$ cat src/rtl/cpu_pkg.sv
`default_nettype none
// ============================================================================
// Module      : cpu_pkg
// Description : Shared CPU types: instruction width, instruction class codes
//               and the fetch-unit state encoding.
// Revision    : 1.0
// ============================================================================
package cpu_pkg;

    localparam int unsigned C_INSTR_WIDTH = 20;

    typedef enum logic [1:0] {
        CLS_HALT    = 2'b00,
        CLS_STD_OP  = 2'b01,
        CLS_LOAD_R  = 2'b10,
        CLS_STORE_R = 2'b11
    } instr_class_t;

    typedef enum logic [1:0] {
        ST_IDLE  = 2'd0,
        ST_FETCH = 2'd1,
        ST_VALID = 2'd2,
        ST_HALT  = 2'd3
    } fetch_state_t;

endpackage
`default_nettype wire

$ cat src/rtl/instr_fetch_if.sv
`default_nettype none
// ============================================================================
// Module      : instr_fetch_if
// Description : Control, program-load and instruction bus of the fetch unit.
//               IFETCH_JUMP_EN adds jump_en / jump_addr.
// Revision    : 1.0
// ============================================================================
interface instr_fetch_if
    import cpu_pkg::*;
#(
    parameter int unsigned INSTR_WIDTH = C_INSTR_WIDTH,
    parameter int unsigned PC_BITS     = 5
);
    logic                   start;
    logic                   prog_wen;
    logic [PC_BITS-1:0]     prog_addr;
    logic [INSTR_WIDTH-1:0] prog_data;
    logic                   next;
    logic [INSTR_WIDTH-1:0] instruction;
    logic                   instr_valid;
    logic [PC_BITS-1:0]     pc;
    logic                   halted;
`ifdef IFETCH_JUMP_EN
    logic                   jump_en;
    logic [PC_BITS-1:0]     jump_addr;

    modport master (
        output start, prog_wen, prog_addr, prog_data, next, jump_en, jump_addr,
        input  instruction, instr_valid, pc, halted
    );
    modport slave (
        input  start, prog_wen, prog_addr, prog_data, next, jump_en, jump_addr,
        output instruction, instr_valid, pc, halted
    );
`else
    modport master (
        output start, prog_wen, prog_addr, prog_data, next,
        input  instruction, instr_valid, pc, halted
    );
    modport slave (
        input  start, prog_wen, prog_addr, prog_data, next,
        output instruction, instr_valid, pc, halted
    );
`endif
endinterface
`default_nettype wire

$ cat src/rtl/instr_mem.sv
`default_nettype none
// ============================================================================
// Module      : instr_mem
// Description : 2**PC_BITS x INSTR_WIDTH program store, synchronous write and
//               synchronous read, write-first on a same-address collision.
// Revision    : 1.0
// ============================================================================
module instr_mem
    import cpu_pkg::*;
#(
    parameter int unsigned INSTR_WIDTH = C_INSTR_WIDTH,
    parameter int unsigned PC_BITS     = 5
) (
    input  wire logic                   clk,
    input  wire logic                   wen,
    input  wire logic [PC_BITS-1:0]     waddr,
    input  wire logic [INSTR_WIDTH-1:0] wdata,
    input  wire logic                   ren,
    input  wire logic [PC_BITS-1:0]     raddr,
    output      logic [INSTR_WIDTH-1:0] rdata
);
    localparam int unsigned C_DEPTH = 1 << PC_BITS;

    logic [INSTR_WIDTH-1:0] mem_q [0:C_DEPTH-1];
    logic [INSTR_WIDTH-1:0] rdata_q;

    // No reset: program contents survive a fetch-unit reset.
    always_ff @(posedge clk) begin
        if (wen) begin
            mem_q[waddr] <= wdata;
        end
        if (ren) begin
            rdata_q <= (wen && (waddr == raddr)) ? wdata : mem_q[raddr];
        end
    end

    assign rdata = rdata_q;

endmodule
`default_nettype wire

$ cat src/rtl/instr_fetch.sv
`default_nettype none
// ============================================================================
// Module      : instr_fetch
// Description : Instruction fetch FSM and program counter in front of
//               instr_mem. Define IFETCH_JUMP_EN to enable jump_en/jump_addr.
// Revision    : 1.0
// ============================================================================
module instr_fetch
    import cpu_pkg::*;
#(
    parameter int unsigned INSTR_WIDTH = C_INSTR_WIDTH,
    parameter int unsigned PC_BITS     = 5
) (
    input  wire logic     clk,
    input  wire logic     rst,
    instr_fetch_if.slave  bus
);
    localparam logic [PC_BITS-1:0] C_PC_ONE = {{(PC_BITS-1){1'b0}}, 1'b1};

    fetch_state_t           state_q, state_d;
    logic [PC_BITS-1:0]     pc_q, pc_d;
    logic [INSTR_WIDTH-1:0] instruction_q, instruction_d;
    logic                   instr_valid_q, instr_valid_d;
    logic                   halted_q, halted_d;

    logic                   w_mem_wen;
    logic                   w_mem_ren;
    logic [INSTR_WIDTH-1:0] w_mem_rdata;
    instr_class_t           w_class;

    assign w_mem_wen = bus.prog_wen && ((state_q == ST_IDLE) || (state_q == ST_HALT));
    // Read is launched on the edge entering FETCH, so data is ready at its end.
    assign w_mem_ren = (state_d == ST_FETCH);
    assign w_class   = instr_class_t'(w_mem_rdata[INSTR_WIDTH-1 -: 2]);

    instr_mem #(
        .INSTR_WIDTH (INSTR_WIDTH),
        .PC_BITS     (PC_BITS)
    ) u_mem (
        .clk   (clk),
        .wen   (w_mem_wen),
        .waddr (bus.prog_addr),
        .wdata (bus.prog_data),
        .ren   (w_mem_ren),
        .raddr (pc_d),
        .rdata (w_mem_rdata)
    );

    always_comb begin
        state_d       = state_q;
        pc_d          = pc_q;
        instruction_d = instruction_q;
        instr_valid_d = instr_valid_q;
        halted_d      = halted_q;
        case (state_q)
            ST_IDLE, ST_HALT: begin
                if (bus.start) begin
                    state_d  = ST_FETCH;
                    pc_d     = '0;
                    halted_d = 1'b0;
                end
            end
            ST_FETCH: begin
`ifdef IFETCH_JUMP_EN
                if (bus.jump_en) begin
                    pc_d = bus.jump_addr;
                end else
`endif
                if (w_class == CLS_HALT) begin
                    state_d       = ST_HALT;
                    instruction_d = '0;
                    instr_valid_d = 1'b0;
                    halted_d      = 1'b1;
                end else begin
                    state_d       = ST_VALID;
                    instruction_d = w_mem_rdata;
                    instr_valid_d = 1'b1;
                end
            end
            ST_VALID: begin
`ifdef IFETCH_JUMP_EN
                if (bus.jump_en) begin
                    state_d       = ST_FETCH;
                    pc_d          = bus.jump_addr;
                    instr_valid_d = 1'b0;
                end else
`endif
                if (bus.next) begin
                    state_d       = ST_FETCH;
                    pc_d          = pc_q + C_PC_ONE;
                    instr_valid_d = 1'b0;
                end
            end
            default: begin
                state_d = ST_IDLE;
            end
        endcase
    end

    always_ff @(posedge clk or negedge rst) begin
        if (!rst) begin
            state_q       <= ST_IDLE;
            pc_q          <= '0;
            instruction_q <= '0;
            instr_valid_q <= 1'b0;
            halted_q      <= 1'b0;
        end else begin
            state_q       <= state_d;
            pc_q          <= pc_d;
            instruction_q <= instruction_d;
            instr_valid_q <= instr_valid_d;
            halted_q      <= halted_d;
        end
    end

    assign bus.instruction = instruction_q;
    assign bus.instr_valid = instr_valid_q;
    assign bus.pc          = pc_q;
    assign bus.halted      = halted_q;

endmodule
`default_nettype wire

$ cat src/flat_wrapper.sv
// flat-port wrapper written by rule: the top's interface ports become plain ports
module instr_fetch_flat import cpu_pkg::*;
#(
    parameter int unsigned INSTR_WIDTH = C_INSTR_WIDTH,
    parameter int unsigned PC_BITS     = 5
)
  (clk, rst, bus_start, bus_prog_wen, bus_prog_addr, bus_prog_data, bus_next, bus_instruction, bus_instr_valid, bus_pc, bus_halted);
  instr_fetch_if #(.INSTR_WIDTH(INSTR_WIDTH), .PC_BITS(PC_BITS)) bus_i ();
  input  wire logic clk;
  input  wire logic rst;
  input wire logic [$bits(bus_i.start)-1:0] bus_start;
  input wire logic [$bits(bus_i.prog_wen)-1:0] bus_prog_wen;
  input wire logic [$bits(bus_i.prog_addr)-1:0] bus_prog_addr;
  input wire logic [$bits(bus_i.prog_data)-1:0] bus_prog_data;
  input wire logic [$bits(bus_i.next)-1:0] bus_next;
  output wire logic [$bits(bus_i.instruction)-1:0] bus_instruction;
  output wire logic [$bits(bus_i.instr_valid)-1:0] bus_instr_valid;
  output wire logic [$bits(bus_i.pc)-1:0] bus_pc;
  output wire logic [$bits(bus_i.halted)-1:0] bus_halted;
  assign bus_i.start = bus_start;
  assign bus_i.prog_wen = bus_prog_wen;
  assign bus_i.prog_addr = bus_prog_addr;
  assign bus_i.prog_data = bus_prog_data;
  assign bus_i.next = bus_next;
  assign bus_instruction = bus_i.instruction;
  assign bus_instr_valid = bus_i.instr_valid;
  assign bus_pc = bus_i.pc;
  assign bus_halted = bus_i.halted;
  instr_fetch #(.INSTR_WIDTH(INSTR_WIDTH), .PC_BITS(PC_BITS)) u_core (.clk(clk), .rst(rst), .bus(bus_i));
endmodule
$ cat config.mk
export PLATFORM = sky130hd
export DESIGN_NAME = instr_fetch_flat
export DESIGN_NICKNAME = d
export VERILOG_FILES = /design/src/rtl/cpu_pkg.sv /design/src/rtl/instr_fetch_if.sv /design/src/rtl/instr_mem.sv /design/src/rtl/instr_fetch.sv /design/src/flat_wrapper.sv
export SDC_FILE = /design/constraint.sdc
export NUM_CORES = 1
export LEC_CHECK = 0
export CORE_ASPECT_RATIO = 1.4
export CORE_MARGIN = 2
export CORE_UTILIZATION = 50
export CTS_CLUSTER_SIZE = 30
export DETAILED_ROUTE_END_ITERATION = 12
export PLACE_DENSITY = 0.65
export SLEW_MARGIN = 30
export SYNTH_ARGS = -nofsm -noshare
export SYNTH_HDL_FRONTEND = slang
export SYNTH_SLANG_ARGS = --single-unit
$ cat constraint.sdc
create_clock -name clk -period 2.53 [get_ports clk]
set_input_delay 0.253 -clock clk [delete_from_list [all_inputs] [get_ports clk]]
set_output_delay 0.253 -clock clk [all_outputs]
set_load 0.05 [all_outputs]
==> results.json <==
{
  "ant_nets": 0,
  "ys_types": 51,
  "outcome": "complete, but fails checks",
  "io_pins": 57,
  "cts.reportedPaths.clkPinSlew_ns": 0.07,
  "synth.top_cell.area_share_pct": 72.3,
  "diodes": 0,
  "fin_area_mm2": 0.0341,
  "fmaxAchievable_mhz": 348,
  "drt-initial-drc-count": 1235,
  "setup_ws_ns": -0.345,
  "crit_type": "reg2reg",
  "cts_tree": "done",
  "grt_pass1_wl_um": 99100,
  "leakage_nw": 10.9,
  "yosys_warnings": 0,
  "fin_setup_tns_ns": -5.89,
  "critical_path_required_ns": 2.86,
  "hold_viol_final": 0,
  "cts_root_buf": "clkbuf_16",
  "stdcell_count": 2573,
  "die_x_um": 202,
  "ys_top_cells_by_area": "edfxtp_1 (72%), mux2i_1 (13%), dfrtp_1 (2.6%)",
  "fill_cells": 3674,
  "grt_pass1_vias": 15300,
  "rsz0062_at_grt": "yes",
  "violations": "negative setup slack",
  "final_common_cell": "edfxtp_1",
  "port_buffers": 56,
  "worst-r2r-setup-slack_ns": -0.35,
  "path_max_fanout": 13,
  "viasPerCell": 5.84,
  "core_area_mm2": 0.0542,
  "setup_violations": 20,
  "fin_crit_sh_pct": 114,
  "hp-class": "in2async",
  "peakVddDrop_uv": 618,
  "mostFrequentLayoutCells": "edfxtp_1 (660), mux2i_1 (314), buf_4 (177)",
  "crit_path_end_kind": "register",
  "route.detailed.drc": 0,
  "drv_slew": 0,
  "routedWlPerCell_um": 26.4,
  "maxCapViolCount": 0,
  "fin_skew_ns": 0.0125,
  "cts_buffer_depth": 3,
  "vias": 15000,
  "tightest_slew_ns": 0.903,
  "grtUsageTotal_pct": 23.8,
  "dr.pass1.iters": 6,
  "worstPathArrival_ns": 3.21,
  "place_hpwl_um": 41600,
  "cts.sinks": 689,
  "reg2reg_depth": 13,
  "p_per_area_mw_per_mm2": 868,
  "ys_ff_latch": 689,
  "synthFlopType": "edfxtp_1",
  "wl_um": 68000,
  "clk_latency_ns": 0.61,
  "gp_congestion": 0.850,
  "syn_to_final_growth_pct": 24.3,
  "placed_cell_area_mm2": 0.0306,
  "htreeDepth": 2,
  "period_needed_ns": 2.88,
  "cts_hold_buf": 0,
  "cts_buffers": 60,
  "worstReg2RegEnd": "u_core.u_mem.rdata[18]",
  "netlist_area_mm2": 0.0274,
  "antenna_found_initial": 0,
  "syn-num-nets": 1540,
  "async_reset_ff_share_pct": 4.21,
  "synth_cells": 1507,
  "initial_core_util_pct": 50.6,
  "drive_gt1_share_pct": 29.0,
  "synth-seq-area-share_pct": 74.9,
  "syn_area_per_cell_um2": 18.2,
  "worst_setup_path_start_kind": "register",
  "die_h_um": 281,
  "synth_edf_count": 660,
  "overflow": 0,
  "hold-worst-slack_ns": 0.0357,
  "fin_nets": 1835,
  "dp.cells": 2405,
  "num_rows": 101,
  "netlist.top_cell.by_area": "edfxtp_1",
  "slew_headroom_pct": 39.6,
  "r2r-start": "u_core.state_q[1]",
  "fin_util_pct": 62.9,
  "dieArea_mm2": 0.0568,
  "grt_max_degree": 38
}
-- report_power, final --
part / internal (W) / leakage (nW) / switching (W)
Clock: 0.00488 / 0.934 / 0.00398
Sequential: 0.0132 / 6.31 / 0.000416
Combinational: 0.00323 / 3.69 / 0.00389
-- metrics by stage --
| stage | total power (W) | setup WS (ns) |
|---|---|---|
| 3_3_place_gp | 0.0196 | -0.555 |
| 5_1_grt | 0.0305 | -0.433 |
| 6_report | 0.0296 | -0.345 |
| 3_5_place_dp | 0.0197 | -0.643 |
| 2_1_floorplan | 0.0171 | -0.0785 |
| 4_1_cts | 0.0293 | -0.294 |
-- cell families (layout without fill, tap and decap cells) --
logic type	count (synthesis)	count (layout)	synth area share, %
flip-flops	689	689	74.9
multiplexers	371	371	13.6
AO/OA/AOI/OAI	213	213	6.58
AND/OR/NAND/NOR	127	127	2.04
buffers and inverters	96	441	2.42
XOR/XNOR	8	8	0.256
adder cells (fa/ha/maj)	3	3	0.137
-- worst max-delay path: stages (launching register included) --
cell and delay (ns):
dfrtp_1 0.43, inv_2 0.10, ha_4 0.17, nor2_2 0.04
mux2_4 0.25, a22o_4 0.27, buf_12 0.14, nor2_4 0.16
buf_12 0.17, buf_12 0.15, a22o_1 0.16, a221oi_1 0.05
mux2i_1 0.32, o221ai_1 0.17
-- cell usage after synthesis (all sizes together) (2+ instances only) --
cell type  count
nor2b          4
a221oi        61
o21ai          3
nand2         37
a22oi         19
clkbuf        43
nand2b         4
xor2           4
mux2i        350
a211o          9
a22o          64
a21oi         10
inv            3
ha             3
edfxtp       660
nand3b         3
o221ai        20
dfrtp         29
or3            2
nor2          67
xnor2          4
a31o           9
buf           50
o211ai         9
mux2          21
nand4          4
o2bb2ai        4
-- per-layer routing --
metal / global-route usage (%) / vias up / part of all wire, %
li1: - / 6682 / -
met1: 31.1 / 7658 / 40
met2: 40.4 / 544 / 50
met3: 3.21 / 137 / 5.8
met4: 9.80 / 0 / 3.7
met5: 0 / - / 0
-- flip-flops by register name, summed over array words and instances (netlist names) --
| name | flops |
|---|---|
| u_core.bus.halted | 1 |
| u_core.state_q | 2 |
| u_core.bus.instruction | 20 |
| u_core.u_mem.mem_q | 640 |
| u_core.bus.instr_valid | 1 |
| u_core.bus.pc | 5 |
| u_core.u_mem.rdata | 20 |
-- worst max path at each step --
| stage | startpoint | endpoint | slack (ns) | cells past startpoint |
|---|---|---|---|---|
| 2_1_floorplan | u_core.state_q[0] | u_core.u_mem.mem_q[12][0] | -0.08 | 6 |
| 3_3_place_gp | bus_next | u_core.u_mem.rdata[16] | -0.55 | 13 |
| 3_5_place_dp | bus_next | u_core.u_mem.rdata[16] | -0.64 | 13 |
| 4_1_cts | u_core.state_q[1] | u_core.u_mem.rdata[3] | -0.29 | 14 |
| 5_1_grt | u_core.state_q[1] | u_core.u_mem.rdata[4] | -0.43 | 15 |
| 6_report | u_core.state_q[1] | u_core.u_mem.rdata[18] | -0.35 | 13 |
-- final cells by class --
type	instances	area [µm²]	area share, %
well taps	721	902	2.65
clock buffers	75	1600	4.69
multi-input cells	722	7070	20.7
flip-flops and latches	689	20500	60.3
inverters	3	11.3	0.0330
clock inverters	37	287	0.841
repair buffers	326	3670	10.8
-- what timing repair did --
action                     4_1_cts  5_1_grt
setup buffers                   31       19
pin swaps                       22       27
gates resized for setup        100       81
hold endpoints to repair         0        0
cloned                           9        2
setup endpoints to repair       20       20
Note: power is estimated with default switching activity, not from simulation.
